===== src/rtl/rc4_encrypt.sv =====
// rc4_encrypt: single-core RC4 encryptor.
// Runs the KSA over a 24-bit key in a shared 256x8 S RAM. It then runs the
// PRGA and XORs the keystream onto a plaintext ROM, writing the ciphertext
// into an E-RAM.
// Optional feature macro: RC4_DROP_EN. When it is defined, the first
// DROP_BYTES keystream bytes are discarded (RC4-drop[N]).
// All memory-facing outputs are registered. A value set while in state X is
// on the pins during the following cycle. The synchronous RAM samples it at
// the end of that cycle, so read data is usable two states after issue.
module rc4_encrypt #(
    parameter int MSG_LEN    = 32,
    parameter int KEY_BYTES  = 3,
    parameter int DROP_BYTES = 256,
    localparam int AW        = (MSG_LEN > 1) ? $clog2(MSG_LEN) : 1
) (
    input  logic          clk,
    input  logic          rst,
    input  logic          start,
    input  logic [23:0]   secret_key,
    output logic          busy,
    output logic          done,
    output logic [7:0]    address_s,
    output logic [7:0]    data_s,
    output logic          wren_s,
    input  logic [7:0]    q_s,
    output logic [AW-1:0] address_p,
    input  logic [7:0]    q_p,
    output logic [AW-1:0] address_e,
    output logic [7:0]    data_e,
    output logic          wren_e
);

    typedef enum logic [4:0] {
        IDLE, INIT,
        K_RD_I, K_WAIT_I, K_CALC, K_RD_J, K_SWAP_I, K_SWAP_J,
        P_INC, P_RD_I, P_WAIT_I, P_CALC, P_RD_J, P_WAIT_J,
        P_SWAP_I, P_SWAP_J, P_RD_F, P_WAIT_F, P_WR_E,
        DONE
    } state_t;

    state_t        state_q, state_d;
    logic [7:0]    i_q, i_d, j_q, j_d, k_q, k_d;
    logic [7:0]    si_q, si_d, sj_q, sj_d;
    logic [23:0]   key_q, key_d;
    logic          busy_q, busy_d, done_q, done_d;
    logic [7:0]    addr_s_q, addr_s_d, data_s_q, data_s_d;
    logic          wren_s_q, wren_s_d;
    logic [AW-1:0] addr_p_q, addr_p_d, addr_e_q, addr_e_d;
    logic [7:0]    data_e_q, data_e_d;
    logic          wren_e_q, wren_e_d;
    logic [7:0]    j_sum;
    logic [7:0]    key_idx;
    logic [7:0]    key_byte;
    logic [7:0]    key_arr [KEY_BYTES];

`ifdef RC4_DROP_EN
    logic [15:0]   drop_cnt_q, drop_cnt_d;
    logic          dropping;
    assign dropping = (drop_cnt_q != 16'(DROP_BYTES));
`endif

    // Key bytes are taken MSB first from the latched key.
    for (genvar gi = 0; gi < KEY_BYTES; gi++) begin : g_key
        assign key_arr[gi] = key_q[23 - 8*gi -: 8];
    end

    // Select key[i mod KEY_BYTES] for the KSA j update.
    always_comb begin
        key_idx  = i_q % 8'(KEY_BYTES);
        key_byte = 8'h00;
        for (int n = 0; n < KEY_BYTES; n++) begin
            if (key_idx == 8'(n)) key_byte = key_arr[n];
        end
    end

    // Next-state and registered-output computation for the whole sequencer.
    always_comb begin
        state_d  = state_q;
        i_d      = i_q;
        j_d      = j_q;
        k_d      = k_q;
        si_d     = si_q;
        sj_d     = sj_q;
        key_d    = key_q;
        busy_d   = busy_q;
        done_d   = done_q;
        addr_s_d = addr_s_q;
        data_s_d = data_s_q;
        wren_s_d = 1'b0;
        addr_p_d = addr_p_q;
        addr_e_d = addr_e_q;
        data_e_d = data_e_q;
        wren_e_d = 1'b0;
        j_sum    = 8'h00;
`ifdef RC4_DROP_EN
        drop_cnt_d = drop_cnt_q;
`endif
        case (state_q)
            IDLE: begin
                if (start) begin
                    key_d   = secret_key;
                    done_d  = 1'b0;
                    busy_d  = 1'b1;
                    i_d     = 8'h00;
                    j_d     = 8'h00;
                    k_d     = 8'h00;
                    state_d = INIT;
`ifdef RC4_DROP_EN
                    drop_cnt_d = 16'h0000;
`endif
                end
            end
            INIT: begin
                addr_s_d = i_q;
                data_s_d = i_q;
                wren_s_d = 1'b1;
                i_d      = i_q + 8'h01;
                if (i_q == 8'hFF) begin
                    j_d     = 8'h00;
                    state_d = K_RD_I;
                end
            end
            K_RD_I: begin
                addr_s_d = i_q;
                state_d  = K_WAIT_I;
            end
            K_WAIT_I: state_d = K_CALC;
            K_CALC: begin
                // The new j is issued as the read address right away so S[j]
                // is on q_s by K_SWAP_I.
                si_d     = q_s;
                j_sum    = j_q + q_s + key_byte;
                j_d      = j_sum;
                addr_s_d = j_sum;
                state_d  = K_RD_J;
            end
            K_RD_J: state_d = K_SWAP_I;
            K_SWAP_I: begin
                sj_d     = q_s;
                addr_s_d = i_q;
                data_s_d = q_s;
                wren_s_d = 1'b1;
                state_d  = K_SWAP_J;
            end
            K_SWAP_J: begin
                addr_s_d = j_q;
                data_s_d = si_q;
                wren_s_d = 1'b1;
                i_d      = i_q + 8'h01;
                if (i_q == 8'hFF) begin
                    j_d     = 8'h00;
                    k_d     = 8'h00;
                    state_d = P_INC;
                end else begin
                    state_d = K_RD_I;
                end
            end
            P_INC: begin
                i_d     = i_q + 8'h01;
                state_d = P_RD_I;
            end
            P_RD_I: begin
                addr_s_d = i_q;
                state_d  = P_WAIT_I;
            end
            P_WAIT_I: state_d = P_CALC;
            P_CALC: begin
                si_d     = q_s;
                j_sum    = j_q + q_s;
                j_d      = j_sum;
                addr_s_d = j_sum;
                state_d  = P_RD_J;
            end
            P_RD_J: begin
                // S[j] is already on q_s in the next state. The extra wait
                // is skipped while dropping so each drop round is 7 cycles.
`ifdef RC4_DROP_EN
                state_d = dropping ? P_SWAP_I : P_WAIT_J;
`else
                state_d = P_WAIT_J;
`endif
            end
            P_WAIT_J: state_d = P_SWAP_I;
            P_SWAP_I: begin
                sj_d     = q_s;
                addr_s_d = i_q;
                data_s_d = q_s;
                wren_s_d = 1'b1;
                state_d  = P_SWAP_J;
            end
            P_SWAP_J: begin
                addr_s_d = j_q;
                data_s_d = si_q;
                wren_s_d = 1'b1;
                state_d  = P_RD_F;
`ifdef RC4_DROP_EN
                if (dropping) begin
                    drop_cnt_d = drop_cnt_q + 16'h0001;
                    state_d    = P_INC;
                end
`endif
            end
            P_RD_F: begin
                addr_s_d = si_q + sj_q;
                addr_p_d = k_q[AW-1:0];
                state_d  = P_WAIT_F;
            end
            P_WAIT_F: state_d = P_WR_E;
            P_WR_E: begin
                addr_e_d = k_q[AW-1:0];
                data_e_d = q_s ^ q_p;
                wren_e_d = 1'b1;
                k_d      = k_q + 8'h01;
                state_d  = (k_q == 8'(MSG_LEN - 1)) ? DONE : P_INC;
            end
            DONE: begin
                busy_d  = 1'b0;
                done_d  = 1'b1;
                state_d = IDLE;
            end
            default: state_d = IDLE;
        endcase
    end

    // State and output registers; reset aborts any run immediately.
    always_ff @(posedge clk) begin
        if (rst) begin
            state_q  <= IDLE;
            i_q      <= 8'h00;
            j_q      <= 8'h00;
            k_q      <= 8'h00;
            si_q     <= 8'h00;
            sj_q     <= 8'h00;
            key_q    <= 24'h000000;
            busy_q   <= 1'b0;
            done_q   <= 1'b0;
            addr_s_q <= 8'h00;
            data_s_q <= 8'h00;
            wren_s_q <= 1'b0;
            addr_p_q <= '0;
            addr_e_q <= '0;
            data_e_q <= 8'h00;
            wren_e_q <= 1'b0;
`ifdef RC4_DROP_EN
            drop_cnt_q <= 16'h0000;
`endif
        end else begin
            state_q  <= state_d;
            i_q      <= i_d;
            j_q      <= j_d;
            k_q      <= k_d;
            si_q     <= si_d;
            sj_q     <= sj_d;
            key_q    <= key_d;
            busy_q   <= busy_d;
            done_q   <= done_d;
            addr_s_q <= addr_s_d;
            data_s_q <= data_s_d;
            wren_s_q <= wren_s_d;
            addr_p_q <= addr_p_d;
            addr_e_q <= addr_e_d;
            data_e_q <= data_e_d;
            wren_e_q <= wren_e_d;
`ifdef RC4_DROP_EN
            drop_cnt_q <= drop_cnt_d;
`endif
        end
    end

    assign busy      = busy_q;
    assign done      = done_q;
    assign address_s = addr_s_q;
    assign data_s    = data_s_q;
    assign wren_s    = wren_s_q;
    assign address_p = addr_p_q;
    assign address_e = addr_e_q;
    assign data_e    = data_e_q;
    assign wren_e    = wren_e_q;

endmodule


===== config.mk =====
export PLATFORM = sky130hd
export DESIGN_NAME = rc4_encrypt
export DESIGN_NICKNAME = d
export VERILOG_FILES = /design/src/rtl/rc4_encrypt.sv
export SDC_FILE = /design/constraint.sdc
export NUM_CORES = 1
export LEC_CHECK = 0
export CAP_MARGIN = 0
export CORE_MARGIN = 1.5
export CORE_UTILIZATION = 55
export DETAILED_ROUTE_END_ITERATION = 10
export GPL_ROUTABILITY_DRIVEN = 0
export PLACE_DENSITY_LB_ADDON = 0.12
export REMOVE_ABC_BUFFERS = 1
export SLEW_MARGIN = 0
export SYNTH_ARGS = -nofsm -noshare
export SYNTH_HDL_FRONTEND = slang
export SYNTH_SLANG_ARGS = --single-unit

===== constraint.sdc =====
create_clock -name clk -period 7.15 [get_ports clk]
set_input_delay 0.715 -clock clk [delete_from_list [all_inputs] [get_ports clk]]
set_output_delay 0.715 -clock clk [all_outputs]
set_load 0.05 [all_outputs]

== Yosys cells after proc, flatten, opt, wreduce, memory -nomap -nowiden ==
Cells that the tools add are included.

* Reduce and logical (&&, ||, !) cells: 21
* Bitwise gates (word level): 1
* Muxes and demuxes: 21
* Div/mod/pow operators: 1
* Add/sub/neg operators: 5
* Equal/unequal tests: 27

{| class="wikitable"
|+ Operators with widths
! cell !! number
|-
| 5-bit one-hot mux with 19 select lines || 1
|-
| 8-bit one-hot mux with 3 select lines || 2
|-
| 5-bit by 4-bit equality test with 1-bit output (second input constant) || 8
|-
| 8-bit 2-to-1 mux || 5
|-
| 8-bit one-hot mux with 5 select lines || 1
|-
| 8-bit one-hot mux with 4 select lines || 1
|-
| 8-bit adder || 3
|-
| 5-bit by 3-bit equality test with 1-bit output (second input constant) || 4
|-
| 5-bit equality test (second input constant) || 4
|-
| 8-bit by 1-bit adder with 8-bit output (second input constant) || 2
|-
| 8-bit one-hot mux with 2 select lines || 1
|-
| 5-bit 2-to-1 mux || 3
|-
| 5-bit by 2-bit equality test with 1-bit output (second input constant) || 2
|-
| 5-bit OR reduction || 2
|-
| 8-bit by 1-bit equality test with 1-bit output (second input constant) || 1
|-
| 8-bit by 2-bit equality test with 1-bit output (second input constant) || 1
|-
| 8-bit by 5-bit equality test with 1-bit output (second input constant) || 1
|-
| 8-bit equality test (second input constant) || 1
|-
| 8-bit logical NOT || 1
|-
| 8-bit by 2-bit modulo with 8-bit output (second input constant) || 1
|-
| 2-bit AND reduction || 4
|-
| 2-bit OR reduction || 4
|-
| 8-bit bitwise XOR || 1
|-
| 2-bit != test (second input constant) || 3
|-
| other kinds (12) || 19
|}

* Bits of input ports: 43
* Flip-flop bits (word level): 107
* Output and inout port bits: 38

== Longest topological paths before layout ==
* Word-level depth: 7
* Gate-level depth with buffers: 28
* Depth with buffers taken out: 26

== Worst setup path after synthesis ==
No wires, ideal clock.

* Path type: register -> register
* Start: reg i_q[6]
* End: reg addr_s_q[7], in the netlist address_s[7]
* Required time: 7.017 ns
* Slack: 1.767 ns
* Cell stages (with the launch flop): 28
* Data arrival time: 5.250 ns
* Path through: dfxtp_1 -> buf_4 -> xor2_1 -> a31oi_1 -> a22o_1 -> or2_4 -> ha_1 -> nor3_1 -> nand2_1 -> xnor2_1 -> ha_1 -> nor2_1 -> o2111ai_1 -> o311ai_4 -> and2_1 -> xnor2_2 -> mux2i_1 -> o21ai_0 -> ha_1 -> a21o_1 -> a21oi_1 -> o21bai_1 -> a21oi_1 -> o21ai_0 -> xnor2_1 -> a211o_1 -> mux2i_1 -> nor3_1

* Longest elaborated chain between the ends: 7
* Elaborated cells on any way between the ends: 9
* Classes of those cells: add/sub (1); div (1); eq/ne (2); mux (4); reduce/logical (1)

{| class="wikitable"
|+ Ends and longest elaborated chain
! what !! RTL line !! RTL
|-
| start: declaration || 42 || <nowiki>logic [7:0] i_q, i_d, j_q, j_d, k_q, k_d;</nowiki>
|-
| start signal: assignment || 249 || <nowiki>i_q <= i_d;</nowiki>
|-
| 8-bit by 2-bit modulo with 8-bit output * || 69 || <nowiki>key_idx = i_q % 8'(KEY_BYTES);</nowiki>
|-
| 8-bit logical NOT || 72 || <nowiki>if (key_idx == 8'(n)) key_byte = key_arr[n];</nowiki>
|-
| 8-bit 2-to-1 mux (2 in a row) || 72 ||
|-
| 8-bit 2-to-1 mux * || 72 ||
|-
| 8-bit adder * || 132 || <nowiki>j_sum = j_q + q_s + key_byte;</nowiki>
|-
| 8-bit one-hot mux with 5 select lines * || 98 || <nowiki>case (state_q)</nowiki>
|-
| end signal: assignment || 257 || <nowiki>addr_s_q <= addr_s_d;</nowiki>
|-
| end: declaration || 46 || <nowiki>logic [7:0] addr_s_q, addr_s_d, data_s_q, data_s_d;</nowiki>
|}

Every way passes the cells marked *; elsewhere a longest branch is shown, timed or not.
A chain may end at the register's enable or synchronous reset.

== Worst setup path after layout ==
* Start: reg i_q[3]
* End: reg addr_s_q[7], in the netlist address_s[7]

The elaborated chain is that of the path after synthesis.

==> results.toml <==
[status]
status = "complete, no violations"

[synth]
ys_seq_area_frac = 0.347
synthCells = 780
synth_xor_area_frac = 0.0662
netlist_area_um2 = 6180
synth-compound-area-share = 0.244
synth_area_per_cell_um2 = 7.92
synth_async_sr_flop_share = 0
synth-main-ff-cell = "dfxtp_1"
synthAdderAreaFrac = 0.0644
yosys.area_share.simple = 0.223
synth_mux_area_frac = 0.0146
ys_seq_elements = 107
synth_enable_flop_cells = 0
synth_cell_types = 71
synth_top_family_by_area = "compound AO/OA/AOI/OAI gates"
ys_warn_count = 0

[timing]
skew_ns = 0.0114
setup_violations = 0
finalCriticalPeriod_ns = 6.44
report.final.slew_viol_count = 0
final_hold_viol_count = 0
max_slew_margin = 0.152
grt_setup_unrepaired = "no"
worstMarginPinSlew_ns = 1.27
setup_tns_ns = 0
fmax_mhz = 155
final.period_utilization = 0.900

[global_routing]
grt_pass1_wl_um = 25600
grt_pass1_vias = 5373
overflow = 0
grt_max_degree = 69
antenna_found_initial = 0
groute.usage.overall = 0.270

[placed_design]
dp_hpwl_um = 11400
io_buffer_count = 80

[detailed_routing]
wl_per_cell_um = 16.2
wirelength_um = 15800
routed.top_layer = "met4"
route.met3.wl_um = 1080
drtIter0Drc = 601
wl_met2_um = 7360
viasPerCell = 6.04
firstDrtPassIters = 7
drcViolationCount = 0
wl_met1_um = 6990
num_vias = 5882
ant_nets = 0

[die]
dieArea_um2 = 11900
io_pins = 81
die_h_um = 109
rows = 38
start_util = 0.567
core_um2 = 10900
die_w_um = 109

[clocking]
clkTransAtPathRegs_ns = 0.10
clock_tree.buffer_depth = 2
clk-insertion-delay-late_ns = 0.38
h-tree-depth = 3
cts.sinks = 107
cts-root-buf = "clkbuf_8"
ctsResizeCount = 0
cts_tree = "yes"
cts_buffers = 9
cts_setup_buffers = 0
hold_buffers = 0

[min_path]
min_path_type = "flip-flop to flip-flop"

[worst_setup_path]
r2r_cells = 26
startpoint = "i_q[3]"
cp_slowest_cell = "dfxtp_1"
critPathLaunchType = "flip-flop"
end_kind = "flip-flop"
cp_top_family = "compound AO/OA/AOI/OAI gates"
regToRegSetupSlack_ns = 0.71
rr_endpoint = "address_s[7]"
arrival_ns = 6.70
critical_path_buf_inv_count = 0
crit_required_ns = 7.42
crit_cells = 26
cp_common_cell = "ha_1"
r2r-start = "i_q[3]"
critical_path.max_fanout = 21
worst_setup_path_endpoint = "address_s[7]"
slowest_delay_ns = 0.82
worstSetupPathType = "flip-flop to flip-flop"

[final_layout]
seqCellArea_um2 = 2140
syn2layout_area_growth_pct = 15.8
layout-drive-gt1-share = 0.0444
fin_util = 0.657
multi_input_area_um2 = 3790
fillers = 949
finalNetCount = 904
num_antenna_cells = 0

[pwr]
power_leakage_uw = 0.00260
ir_drop_mv = 0.106
powerDensity_nw_per_um2 = 176

[flow_run]
maxCapViolCount = 0
area by class of cell:
class                   instances  share of cell area
multi-input cells             612               0.530
flip-flops and latches        107               0.300
repair buffers                 85               0.117
well taps                     140              0.0245
clock buffers                  12              0.0189
inverters                      16             0.00840
clock inverters                 2             0.00210
Yosys cell counts, types with 6 or more instances:
cell type / number / area, um2
nand2b_1: 6 / 37.5
nand3b_1: 8 / 60.1
dfxtp_1: 107 / 2140
o21bai_1: 7 / 52.6
mux2i_1: 9 / 90.1
a211oi_1: 21 / 158
a31oi_1: 12 / 75.1
inv_1: 16 / 60.1
and2_1: 6 / 37.5
nand3_1: 12 / 60.1
a222oi_1: 10 / 100
nand2_1: 156 / 586
a21oi_1: 87 / 435
xnor2_1: 30 / 263
xor2_1: 13 / 114
o211ai_1: 7 / 52.6
ha_1: 27 / 338
nor3_1: 17 / 85.1
o21ai_0: 21 / 105
a21o_1: 10 / 75.1
or3_1: 6 / 37.5
clkbuf_1: 36 / 135
nor2_1: 63 / 236
power breakdown:
part / internal (uW) / switching [uW]
logic: 116 / 171
clock network: 124 / 196
registers: 622 / 27.6
cell usage in the layout, fill, tap and decap left out, types with 13 or more instances in the layout:
| cell | instances |
|---|---|
| a211oi_1 | 21 |
| nand2_1 | 156 |
| nor3_1 | 16 |
| nor2_1 | 63 |
| dfxtp_1 | 107 |
| xnor2_1 | 30 |
| a21oi_1 | 87 |
| clkdlybuf4s50_1 | 79 |
| inv_1 | 16 |
| ha_1 | 27 |
| o21ai_0 | 21 |
| xor2_1 | 13 |
tightest hold or removal path, cell delays in order (launching register included):
cell     delay (ns)
dfxtp_1        0.32
nand2_1        0.05
a21oi_1        0.05
layer usage:
metal / vias to the layer above / global-route usage
li1: 2872 / -
met1: 2726 / 0.361
met2: 251 / 0.439
met3: 33 / 0.0383
met4: 0 / 0.104
met5: - / 0
metrics by stage:
stage          hold slack (ns)  power, uW  setup slack (ns)  cell area [um2]  instances
2_1_floorplan            0.430        841              1.61             5990        735
3_3_place_gp             0.442        940              1.16             7000        960
3_5_place_dp             0.451        947             0.855             7000        960
4_1_cts                  0.463       1260             0.810             7150        974
5_1_grt                  0.480       1320             0.172             7150        974
6_report                 0.463       1260             0.714             7150        974
logic make-up (layout without fill, tap and decap cells):
kind of cell	after synthesis	count (layout)
flip-flops	107	107
buffers and inverters	61	115
AO/OA/AOI/OAI	223	223
adder cells (fa/ha/maj)	30	30
multiplexers	9	9
AND/OR/NAND/NOR	305	305
XOR/XNOR	45	45
flip-flops by register name, indices dropped and copies added (netlist names), 8 cells and up:
name / count
address_s: 8
data_e: 8
j_q: 8
data_s: 8
key_arr: 24
k_q: 8
si_q: 8
i_q: 8
sj_q: 8
how the worst min path moves through the flow:
| stage | from | end | slack (ns) | cells after the start |
|---|---|---|---|---|
| finish | key_arr[12] | key_arr[12] | 0.46 | 2 |
| global placement | address_e[4] | address_e[4] | 0.44 | 2 |
| detailed placement | key_arr[12] | key_arr[12] | 0.45 | 2 |
| floorplan | key_arr[16] | key_arr[16] | 0.43 | 2 |
| global route | key_arr[2] | key_arr[2] | 0.48 | 2 |
| CTS | key_arr[12] | key_arr[12] | 0.46 | 2 |
No activity file was read; power rests on OpenSTA's default activity.
